--- config.mk ---
export PLATFORM = sky130hd
export DESIGN_NAME = full_adder
export DESIGN_NICKNAME = d
export VERILOG_FILES = /design/src/rtl/full_adder_fa_cell.sv /design/src/rtl/full_adder.sv
export SDC_FILE = /design/constraint.sdc
export NUM_CORES = 1
export LEC_CHECK = 0
export ABC_AREA = 1
export CAP_MARGIN = 20
export CORE_AREA = 4 4 41 43
export CTS_CLUSTER_SIZE = 10
export DETAILED_ROUTE_END_ITERATION = 12
export DIE_AREA = 0 0 45 47
export SYNTH_ARGS = -nofsm -noshare
export SYNTH_HDL_FRONTEND = slang
export SYNTH_SLANG_ARGS = --single-unit
--- constraint.sdc ---
create_clock -name clk -period 0.9 [get_ports clk]
set_input_delay 0.18 -clock clk [delete_from_list [all_inputs] [get_ports clk]]
set_output_delay 0.18 -clock clk [all_outputs]
set_load 0.005 [all_outputs]
--- src/rtl/full_adder_fa_cell.sv ---
// One-bit combinational full adder; the top module chains these into a
// ripple-carry adder.
module fa_cell (
  input  logic a,
  input  logic b,
  input  logic cin,
  output logic s,
  output logic cout
);

  assign s    = a ^ b ^ cin;
  assign cout = (a & b) | (a & cin) | (b & cin);

endmodule

--- src/rtl/full_adder.sv ---
// WIDTH-bit ripple-carry adder built from fa_cell stages, with registered
// sum, carry-out, signed overflow and a valid qualifier (1-cycle latency).
module full_adder #(
  parameter int WIDTH = 1
) (
  input  logic             clk,
  input  logic             rst,
  input  logic [WIDTH-1:0] a,
  input  logic [WIDTH-1:0] b,
  input  logic             c,
  input  logic             in_valid,
  output logic [WIDTH-1:0] sum,
  output logic             carry,
  output logic             overflow,
  output logic             out_valid
);

  logic [WIDTH-1:0] w_sum;
  logic             w_carryOut;
  logic             w_carryIntoMsb;
  logic             w_overflow;

  logic [WIDTH-1:0] r_sum;
  logic             r_carry;
  logic             r_overflow;
  logic             r_outValid;

  // Each stage owns its own carry nets so the chain has no vector self-dependency.
  for (genvar i = 0; i < WIDTH; i++) begin : g_stage
    logic w_cin;
    logic w_cout;

    if (i == 0) begin : g_first
      assign w_cin = c;
    end else begin : g_next
      assign w_cin = g_stage[i-1].w_cout;
    end

    fa_cell u_cell (
      .a    (a[i]),
      .b    (b[i]),
      .cin  (w_cin),
      .s    (w_sum[i]),
      .cout (w_cout)
    );
  end

  assign w_carryOut     = g_stage[WIDTH-1].w_cout;
  assign w_carryIntoMsb = g_stage[WIDTH-1].w_cin;
  assign w_overflow     = w_carryOut ^ w_carryIntoMsb;

  // Results only load on valid cycles; idle cycles hold the last result.
  always_ff @(posedge clk) begin
    if (rst) begin
      r_sum      <= '0;
      r_carry    <= 1'b0;
      r_overflow <= 1'b0;
      r_outValid <= 1'b0;
    end else if (in_valid) begin
      r_sum      <= w_sum;
      r_carry    <= w_carryOut;
      r_overflow <= w_overflow;
      r_outValid <= 1'b1;
    end else begin
      r_outValid <= 1'b0;
    end
  end

  assign sum       = r_sum;
  assign carry     = r_carry;
  assign overflow  = r_overflow;
  assign out_valid = r_outValid;

endmodule

==> flow_summary.yaml <==
clocking:
  path_clk_slew_ns: 0.04
  clk_latency_ns: 0.23
  cts.sinks: 4
  hold_buffers: 0
  clockBufferDepth: 2
  cts_max_level: 1
  cts_tree: "yes"
  clockRootBuffer: "clkbuf_4"
  postCtsSetupRepairBufs: 0
  numCtsBuffers: 3
pwr:
  p_switching_w: 0.0001044
  pwr-share-seq_pct: 40.5
  vdd_ir_drop_max_v: 0.0007277
  power_frac_clock_pct: 43.8
  p_int_w: 0.0003842
  powerDensity_mw_per_mm2: 1698
  p_leak_nw: 0.1514
  pwr-share-comb_pct: 15.8
  netSwitchingFraction_pct: 21.37
finish:
  final_area_um2: 287.8
  syn_to_final_growth_pct: 69.12
  drive_above_1_share_pct: 47.22
  final_nets: 45
  antenna_cells: 0
synthesis:
  synth.distinct_cells: 8
  yosys.area.top_type: "dfxtp_1"
  synthesis.instances: 22
  ys_warn_count: 0
  netlist_area_um2: 170.2
  syn-num-nets: 29
  yosysSeqAreaShare_pct: 47.06
  syn-mean-instance-area_um2: 7.735
  synthTopCellsByArea: "dfxtp_1 (47%), nand2_1 (15%), fa_1 (12%)"
  yosysTopAreaCellShare_pct: 47.06
  synth-seq-cells: 4
worst_setup_path:
  path_delay_family: "adder cells"
  critical_path_class: "in2reg"
  r2r-start: "overflow$_SDFFE_PP0P_"
  worstSetupEndpointType: "flop"
  crit_chain: "buf_2 > fa_2 > nand2_1 > a21oi_1"
  r2r_cells: 4
  timing.rr.end: "overflow$_SDFFE_PP0P_"
  cp_max_fo: 1
  cp.required_ns: 1.05
  max_stage_delay_ns: 0.55
  critPathSlowestCell: "fa_2"
  cp_num_buf_inv: 1
  rrSetupSlack_ns: 0.24
  cp-start-kind: "input pin"
  cp.arrival_ns: 1.00
  path_depth: 4
floorplanning:
  die-area_mm2: 0.002115
  start_util_pct: 13.08
  fp.dieH_um: 47
  core-area_mm2: 0.001301
  die_w_um: 45
  pin_count: 10
  rows: 13
hold_path:
  min_from: "c"
  hold_depth: 6
  hp-class: "in2reg"
  min_to: "overflow$_SDFFE_PP0P_"
placed_design:
  portBuffers: 9
  gp_congestion: 0.6340
  placed_cell_area_um2: 294.0
  hpwl_um: 298.5
  pre_cts_ws_ns: -0.5278
routing:
  finalWirelength_um: 364
  routedWlPerCell_um: 7.137
  drtIter0Drc: 0
  via_count: 171
  drcViolationCount: 0
  postRouteAntennaNets: 0
  drtPass1Iterations: 1
  vias_per_cell: 3.353
sta:
  finalClockSkew_ns: 0
  final.setup.worst_slack_ns: 0.05303
  rsz0062_at_grt: "false"
  hold_violations: 0
  fin_crit_sh_pct: 94.11
  relSlewSlack_pct: 89.15
  fmax_mhz: 1181
  report.final.slew_viol_count: 0
  setup_viol: 0
  fin_crit_ns: 0.8470
  max_slew.worst_pin.slew_ns: 0.1623
status:
  status: "complete, no violations"
global_routing:
  antenna_found_initial: 0
  grt_max_degree: 6
  first_global_vias: 148
  grt_usage_pct: 4.193
  grt_pass1_wl_um: 552
  grt-ovfl-total: 0
flow_run:
  maxCapViolations: 0
[cells in the mapped netlist]
library cell and number:
inv_1 4, nor2_1 2, a21oi_1 2, dfxtp_1 4, nand2_1 7, nand3_1 1, nor2_2 1, fa_1 1
[worst max-delay path by stage]
stage                     startpoint                     to  slack, ns
after floorplan                    a  overflow$_SDFFE_PP0P_      -0.03
after global placement             a  overflow$_SDFFE_PP0P_      -0.52
after detailed placement           a  overflow$_SDFFE_PP0P_      -0.53
after CTS                          b       sum$_SDFFE_PP0P_       0.03
after global routing               b       sum$_SDFFE_PP0P_      0.003
final                              b       sum$_SDFFE_PP0P_       0.05
[cell families (layout without fill, tap and decap cells)]
family	after synthesis	count (layout)	synth area share [%]
compound gates	2	2	5.883
fa+ha+maj	1	1	11.77
buf+inv	4	18	8.821
flops	4	4	47.06
simple gates	11	11	26.47
[layer usage]
metal | up-vias | global-route usage (%) | wire, um
met1 | 70 | 4.566 | 153
met3 | 0 | 6.130 | 67
met4 | 0 | 0 | 0
met5 | - | 0 | 0
met2 | 8 | 4.802 | 143
li1 | 93 | - | -
[per-stage QoR]
step	TNS (ns)	util (%)	total power, W	cells	hold WS (ns)
2_1_floorplan	-0.03452	-	0.0002287	22	0.2491
3_3_place_gp	-1.846	22.60	0.0002937	48	0.4558
3_5_place_dp	-1.864	22.60	0.0002949	48	0.4570
4_1_cts	0	22.12	0.0005059	51	0.3845
5_1_grt	0	22.12	0.0005287	51	0.4371
6_report	0	22.12	0.0004886	51	0.3880
[layout make-up]
| cell class | instances | area [um2] |
|---|---|---|
| fill | 168 | 1013 |
| sequential | 4 | 83.83 |
| multi-input combinational | 14 | 77.57 |
| timing repair buffer | 11 | 70.07 |
| clock buffer | 3 | 22.52 |
| tap | 15 | 18.77 |
| inverter | 4 | 15.01 |
[layout by cell type, fill, tap and decap left out]
| master | n |
|---|---|
| clkdlybuf4s50_1 | 2 |
| fa_2 | 1 |
| inv_1 | 4 |
| nor2_2 | 1 |
| dfxtp_2 | 3 |
| clkbuf_4 | 3 |
| dfxtp_1 | 1 |
| nand2_1 | 7 |
| buf_2 | 7 |
| nand3_1 | 1 |
| a21oi_1 | 2 |
| buf_4 | 2 |
| nor2_1 | 2 |
[state kept, by name, indices dropped and copies added, names as in the netlist]
name and cells:
out_valid 1, overflow 1, carry 1, sum 1
[worst reg2reg max path, cell delays in order, from the launching register on]
cell and delay, ns:
dfxtp_2 0.31, nor2_1 0.12, nor2_2 0.04, nand2_1 0.06, inv_1 0.03
[power by group through the flow]
stage	combinational, W	sequential, W	clock, W
after detailed placement	0.0000960	0.000199	0
after CTS	0.0000796	0.000198	0.000228
after global placement	0.0000952	0.000198	0
after floorplan	0.0000287	0.000200	0
after global routing	0.0000899	0.000199	0.000240
final	0.0000770	0.000198	0.000214
[what timing repair did]
| item | CTS | global route |
|---|---|---|
| gates resized for setup | 32 | 0 |
| pin swaps | 2 | 1 |
| gates cloned | 0 | 0 |
| setup endpoints to repair | 7 | 1 |
(Power assumes the default switching activity.)
